## src/rtl/elevator_pkg.sv

```systemverilog
// Shared definitions for the elevator car controller and its display helpers:
// direction codes and the car FSM state set.
package elevator_pkg;

    localparam logic [1:0] DIR_STOP = 2'b00;
    localparam logic [1:0] DIR_DOWN = 2'b01;
    localparam logic [1:0] DIR_UP   = 2'b10;

    typedef enum logic [1:0] {
        CAR_IDLE = 2'b00,
        CAR_MOVE = 2'b01,
        CAR_DOOR = 2'b10
    } car_state_t;

endpackage

```

## src/rtl/floor_decoder.sv

```systemverilog
// Binary floor index to active-low one-hot row select; bits beyond the
// current floor are held high. Also used by the LED matrix display driver.
module floor_decoder
    import elevator_pkg::*;
#(
    parameter  int NUM_FLOORS = 7,
    localparam int FW         = $clog2(NUM_FLOORS)
) (
    input  logic [FW-1:0]         floor,
    output logic [NUM_FLOORS-1:0] floor_n
);

    // One row low for the matching floor, all others high
    always_comb begin
        floor_n = '1;
        for (int i = 0; i < NUM_FLOORS; i++) begin
            floor_n[i] = (floor != FW'(i));
        end
    end

endmodule

```

## src/rtl/elevator_car_ctrl.sv

```systemverilog
// Elevator car controller: accepts one target floor at a time, travels one
// floor per TRAVEL_CYCLES, then holds the door open for DOOR_CYCLES.
module elevator_car_ctrl
    import elevator_pkg::*;
#(
    parameter  int NUM_FLOORS    = 7,
    parameter  int TRAVEL_CYCLES = 4,
    parameter  int DOOR_CYCLES   = 8,
    localparam int FW            = $clog2(NUM_FLOORS)
) (
    input  logic                  clk,
    input  logic                  reset,
    input  logic                  req_valid,
    input  logic [FW-1:0]         req_floor,
    output logic                  req_ready,
    output logic [FW-1:0]         floor,
    output logic [1:0]            dir,
    output logic                  door_open,
    output logic                  arrive,
    output logic                  err,
    output logic [NUM_FLOORS-1:0] floor_n
);

    localparam int SW = (TRAVEL_CYCLES > 1) ? $clog2(TRAVEL_CYCLES) : 1;
    localparam int DW = (DOOR_CYCLES > 1) ? $clog2(DOOR_CYCLES) : 1;

    localparam logic [SW-1:0] STEP_LAST = SW'(TRAVEL_CYCLES - 1);
    localparam logic [DW-1:0] DOOR_LAST = DW'(DOOR_CYCLES - 1);
    localparam logic [FW-1:0] TOP_FLOOR = FW'(NUM_FLOORS - 1);

    localparam logic [1:0] ST_IDLE = CAR_IDLE;
    localparam logic [1:0] ST_MOVE = CAR_MOVE;
    localparam logic [1:0] ST_DOOR = CAR_DOOR;

    logic [1:0]    state_r;
    logic [FW-1:0] floor_r;
    logic [FW-1:0] target_r;
    logic [1:0]    dir_r;
    logic [SW-1:0] step_cnt_r;
    logic [DW-1:0] door_cnt_r;
    logic          door_open_r;
    logic          arrive_r;
    logic          err_r;

    logic [FW-1:0] next_floor_s;
    logic          req_oor_s;
    logic          accept_s;

    assign req_ready = (state_r == ST_IDLE);
    assign accept_s  = req_valid && req_ready;
    // Extra bit so a full 2^FW floor count still compares correctly
    assign req_oor_s = ({1'b0, req_floor} >= (FW+1)'(NUM_FLOORS));

    assign floor     = floor_r;
    assign dir       = dir_r;
    assign door_open = door_open_r;
    assign arrive    = arrive_r;
    assign err       = err_r;

    // Neighbouring floor in the travel direction, clamped at both ends
    always_comb begin
        next_floor_s = floor_r;
        if ((dir_r == DIR_UP) && (floor_r < TOP_FLOOR)) begin
            next_floor_s = floor_r + FW'(1);
        end else if ((dir_r == DIR_DOWN) && (floor_r != '0)) begin
            next_floor_s = floor_r - FW'(1);
        end else begin
            next_floor_s = floor_r;
        end
    end

    // Car FSM with travel/door timers and registered status outputs
    always_ff @(posedge clk or posedge reset) begin
        if (reset) begin
            state_r     <= ST_IDLE;
            floor_r     <= '0;
            target_r    <= '0;
            dir_r       <= DIR_STOP;
            step_cnt_r  <= '0;
            door_cnt_r  <= '0;
            door_open_r <= 1'b0;
            arrive_r    <= 1'b0;
            err_r       <= 1'b0;
        end else begin
            arrive_r <= 1'b0;
            err_r    <= 1'b0;
            case (state_r)
                ST_IDLE: begin
                    if (accept_s) begin
                        if (req_oor_s) begin
                            err_r <= 1'b1;
                        end else if (req_floor == floor_r) begin
                            state_r     <= ST_DOOR;
                            arrive_r    <= 1'b1;
                            door_open_r <= 1'b1;
                            door_cnt_r  <= '0;
                        end else begin
                            state_r    <= ST_MOVE;
                            target_r   <= req_floor;
                            dir_r      <= (req_floor > floor_r) ? DIR_UP : DIR_DOWN;
                            step_cnt_r <= '0;
                        end
                    end
                end
                ST_MOVE: begin
                    if (step_cnt_r == STEP_LAST) begin
                        step_cnt_r <= '0;
                        floor_r    <= next_floor_s;
                        if (next_floor_s == target_r) begin
                            state_r     <= ST_DOOR;
                            dir_r       <= DIR_STOP;
                            arrive_r    <= 1'b1;
                            door_open_r <= 1'b1;
                            door_cnt_r  <= '0;
                        end
                    end else begin
                        step_cnt_r <= step_cnt_r + SW'(1);
                    end
                end
                ST_DOOR: begin
                    if (door_cnt_r == DOOR_LAST) begin
                        state_r     <= ST_IDLE;
                        door_open_r <= 1'b0;
                        door_cnt_r  <= '0;
                    end else begin
                        door_cnt_r <= door_cnt_r + DW'(1);
                    end
                end
                default: begin
                    state_r     <= ST_IDLE;
                    dir_r       <= DIR_STOP;
                    step_cnt_r  <= '0;
                    door_cnt_r  <= '0;
                    door_open_r <= 1'b0;
                end
            endcase
        end
    end

    floor_decoder #(
        .NUM_FLOORS (NUM_FLOORS)
    ) u_floor_decoder (
        .floor   (floor_r),
        .floor_n (floor_n)
    );

endmodule
```

## config.mk

```make
export PLATFORM = sky130hd
export DESIGN_NAME = elevator_car_ctrl
export DESIGN_NICKNAME = d
export VERILOG_FILES = /design/src/rtl/elevator_pkg.sv /design/src/rtl/floor_decoder.sv /design/src/rtl/elevator_car_ctrl.sv
export SDC_FILE = /design/constraint.sdc
export NUM_CORES = 1
export LEC_CHECK = 0
export CAP_MARGIN = 40
export CORE_MARGIN = 2
export CORE_UTILIZATION = 37
export DETAILED_ROUTE_END_ITERATION = 10
export DONT_BUFFER_PORTS = 1
export GPL_ROUTABILITY_DRIVEN = 0
export MAX_ROUTING_LAYER = met4
export PLACE_DENSITY = 0.59
export SYNTH_ARGS = -nofsm -noshare
export SYNTH_HDL_FRONTEND = slang
export SYNTH_SLANG_ARGS = --single-unit
```

## constraint.sdc

```tcl
create_clock -name clk -period 2.8 [get_ports clk]
set_input_delay 0.14 -clock clk [delete_from_list [all_inputs] [get_ports clk]]
set_output_delay 0.14 -clock clk [all_outputs]
set_load 0.02 [all_outputs]
```

[Word level (Yosys, flattened, before mapping)]
Index checks and enable logic that the tools add are counted.
Storage, ports and cells
  register bits after elaboration: 18
  output and inout bits: 16
  input bits: 6
Cells by class
  reduce and logical (&&, ||, !) cells: 12
  $add $sub $neg: 4
  bitwise operators: 3
  multiplexer cells: 44
  magnitude comparators: 3
  equality and inequality tests: 21
Operator list (count)
  two-way mux 2 bit: 16
  two-way mux 3 bit: 8
  case mux 2 bit (3 select lines): 3
  two-way mux 1 bit: 14
  AND reduction 6 bit: 2
  inequality test 2 bit, second input constant: 5
  AND reduction 5 bit: 2
  inequality test 3 bit, second input constant: 3
  case mux 3 bit (3 select lines): 1
  AND reduction 4 bit: 2
  adder 3 x 1 -> 3 bit, second input constant: 2
  equality test 2 bit, second input constant: 3
  equality test 3 bit: 2
  inequality test 3 x 2 -> 1 bit, second input constant: 2
  equality test 2 x 1 -> 1 bit, second input constant: 2
  inequality test 2 x 1 -> 1 bit, second input constant: 2
  equality test 3 bit, second input constant: 1
  greater-or-equal comparator 3 bit, second input constant: 1
  > comparator 3 bit: 1
  logical AND 1 bit: 3
  < comparator 3 bit, second input constant: 1
  inequality test 3 x 1 -> 1 bit, second input constant: 1
  inverter 1 bit: 3
  case mux 1 bit (3 select lines): 1
  other kinds (6): 6

[Depth between registers and ports, before layout]
  depth in word-level cells: 8
  depth in mapped cells: 9
  gate-level depth less buffers: 8

[By module]
Synthesis repeated with hierarchy kept, for this count alone.
Unflattened totals
  cells, all modules: 123
  area, all modules: 1216.2 um2
By module, submodules not included
  elevator_car_ctrl: area each 1161.1 um2, cells an instance 116, times used 1
  floor_decoder: area each 55.1 um2, cells an instance 7, times used 1

[Worst setup path after synthesis]
OpenSTA, ideal clock, no wires.
  kind: reg-to-reg
  from: register floor_r[0] (netlist: floor[0])
  to: register door_open_r (netlist: door_open)
  path buffers: 0
  clock period less this slack: 2460 ps
  library setup time: 126 ps
  setup slack: 340 ps
  arrival time: 2334 ps
  cell stages (with the launch flop): 9
  cell sequence: dfrtp_1 -> inv_1 -> ha_1 -> mux2_4 -> a32o_1 -> nor3_2 -> o21ai_2 -> or3_1 -> a311o_1
Between the ends
  cells in the longest elaborated chain, start to end: 7
  elaborated cells on any way between the ends: 13
  those cells by class: add/sub (2); order compare (1); eq/ne (4); mux (2); reduce/logical (4)
RTL lines
  from (decl): line elevator_car_ctrl.sv:36  | logic [FW-1:0] floor_r;
  from (signal assigned): line elevator_car_ctrl.sv:108  | floor_r <= next_floor_s;
  branches (longest 6 deep; another with subtractor 3 x 1 -> 3 bit)
  AND reduction 6 bit (no source line) *
  to (signal assigned): line elevator_car_ctrl.sv:81  | door_open_r <= 1'b0;
  to (signal assigned): line elevator_car_ctrl.sv:113  | door_open_r <= 1'b1;
  to (signal assigned): line elevator_car_ctrl.sv:123  | door_open_r <= 1'b0;
  to (decl): line elevator_car_ctrl.sv:41  | logic door_open_r;
Mark *: on every way between the ends.
A chain may end at the register's enable or synchronous reset.

[Worst setup path after layout]
  from: register floor_r[1] (netlist: floor[1])
  to: register door_open_r (netlist: door_open)
The elaborated chain is that of the path after synthesis.

==> run metrics <==
run status finished, final reports clean; DRT iter0 DRCs 27; antenna diode count 0; Core Area ~0.0033 mm²; Slew @ Worst Pin ~0.67 ns; clk buf depth 2; Mapped Area approximately 0.0012 mm²; dpl cells around 180; Final Max Slew Viols 0; Max-slew headroom 0.551; area leader, netlist dfrtp_1; Starting Density 0.380; Wirelength per Cell roughly 14 µm; Num CTS Buffers 3; most common cell after layout, fill and taps aside dfrtp_1; EDFF count, synth 0; initial antenna violation count 0; setup repair after global routing missed its margin no; clock power share 0.096; CP peak stage delay roughly 0.40 ns; Startpoint Class flop; PD cells approximately 1200 mW/mm²; worst-path fanout max 6; hpwl dp between 2 and 2.5 mm; nets@finish 160; clock skew around 0.0041 ns; ys flop type dfrtp_1; type of the most critical hold path in2reg; I/O pins 22; synth top area cells dfrtp_1 36%, ha_1 12%, nand2_1 4.8%; GRT Residual Overflow 0; family with the most delay on the worst path simple AND/OR/NAND/NOR gates; via count 988; area growth from synthesis to layout 12.1%; post-route insts no fill 187; Mean Syn Cell Area between 9 and 10 µm²; clk root buf clkbuf_4; clock sinks 18; cell leakage power approximately 0.62 nW; crit path kind reg2reg; Synthesis Warnings 0; final WL 2.70 mm; DRT Pass-1 Iters 4; Final TNS setup 0 ns; vias in the first global route 948; Routed Antenna Nets 0; commonest cells after routing, fill and taps aside 18 x dfrtp_1, 16 x nand2_1, 12 x ha_1; number of cells upsized or downsized after cts 0; pin count of the biggest net entering global routing 19; fmax about 410 MHz; critical path capture point type flop; vias per cell approximately 5.3; Syn Nets between 100 and 150; # setup viols final 0; register share of total power 0.298; Post-Syn Instances around 130; post-layout min period approximately 2.4 ns; max-capacitance violation count 0; total track usage 0.157; H-tree depth reported by CTS 1; Cell Int Power just under 0.9 mW; Rows 21; Synth Register Bits 18; DIE AREA roughly 0.0039 mm²; Net Sw Frac 0.486; Post-DP Area roughly 0.0013 mm²; Worst Path Arrival roughly 2.6 ns; # port buffers 0; drt drc 0; CTS hold repair buffers 5; DIE WIDTH just over 60 µm; worst endpoint required time 2.99 ns; Synth top area share 0.361; WP buf/inv 1; Comb pwr share 0.607; slowest stage cell, crit path dfrtp_1; CTS tree built; post-layout util 0.426; Finished Cell Area between 0.001 and 0.0015 mm²; register area share after synthesis 0.361; Yosys cell types 46; Max VDD drop between 0.3 and 0.4 mV; Worst-path clk slew roughly 0.11 ns; clk_lat worst skew around 0.30 ns; Final period util 0.874; ys async rst share 1.00; Sw Pwr approximately 0.83 mW; final hold violations 0; Chip Height around 62 µm; CP Cell Sequence inv_1 > ha_1 > nand3b_1 > or3_1 > a32oi_1 > xor2_1 > or3_1 > a311o_1; Post-CTS Setup Inserts 0; first-pass GRT wire length between 4 and 5 mm; ratio of cells with drive above 1 in the final layout 0.106; most used cell, CP or3_1
-- sequential cells by signal (all words and copies together), names as in the netlist --
name        count
door_cnt_r      3
floor           3
target_r        3
dir             2
state_r         2
step_cnt_r      2
arrive          1
door_open       1
err             1
-- power groups by stage --
stage	clock (mW)	combinational (mW)	sequential [mW]
global route	0.182	1.16	0.530
floorplan	0	0.839	0.497
global placement	0	1.02	0.510
finish	0.164	1.04	0.511
CTS	0.171	1.05	0.508
detailed placement	0	1.04	0.513
-- layout make-up --
cell class	instances	area, µm²
Clock buffer	4	36.3
Tap cell	46	57.6
Fill cell	330	1880
Timing Repair Buffer	10	87.6
Multi-Input combinational cell	97	723
Sequential cell	18	450
Inverter	12	45.0
-- metrics by stage --
stage                     total power [mW]  worst slack, ns  hold slack (ns)
after global routing                  1.87            0.245           0.0800
after floorplan                       1.34            0.340           0.0786
after detailed placement              1.55            0.382            0.197
final                                 1.71            0.353           0.0860
after global placement                1.53            0.425            0.178
after CTS                             1.73            0.353           0.0819
-- kinds of logic (layout without fill, tap and decap cells) --
group	count (synthesis)	in the layout	synth area share
DFF	18	18	0.361
adders and majority gates	12	12	0.120
buffers and inverters	16	26	0.0601
and+or+nand+nor	42	42	0.169
muxes	5	5	0.0471
xor gates and xnor gates	4	4	0.0281
AOI/OAI and AO/OA	34	34	0.214
-- cell usage after synthesis (2+ instances only) --
cell        n
dfrtp_1    18
nand2_1    16
ha_1       12
inv_1      11
nor2_1      7
nand3_1     4
a21o_1      3
a31o_1      3
mux2_1      3
nor3_1      3
o22ai_1     3
or2_1       3
a21oi_1     2
a2bb2oi_1   2
a32o_1      2
a32oi_1     2
buf_6       2
clkbuf_1    2
nor3b_1     2
o21ai_1     2
or3_1       2
xnor2_1     2
xor2_1      2
-- path summary, 6_finish.rpt --
| check | startpoint | endpoint | slack (ns) | cells past startpoint |
|---|---|---|---|---|
| min in group asynchronous | reset | arrive | 0.36 | 2 |
| min | req_floor[0] | err | 0.09 | 2 |
| max in group asynchronous | reset | target_r[2] | 2.00 | 2 |
| min reg2reg | step_cnt_r[0] | step_cnt_r[0] | 0.52 | 1 |
| max | floor[1] | door_open | 0.35 | 8 |
| max reg2reg | floor[1] | door_open | 0.35 | 8 |
-- layer usage --
layer / global-route usage / wire, µm
met1: 0.210 / 1270
met2: 0.244 / 1330
met3: 0.0290 / 100
met4: 0.0365 / 0
met5: - / 0
(Power assumes the default switching activity.)
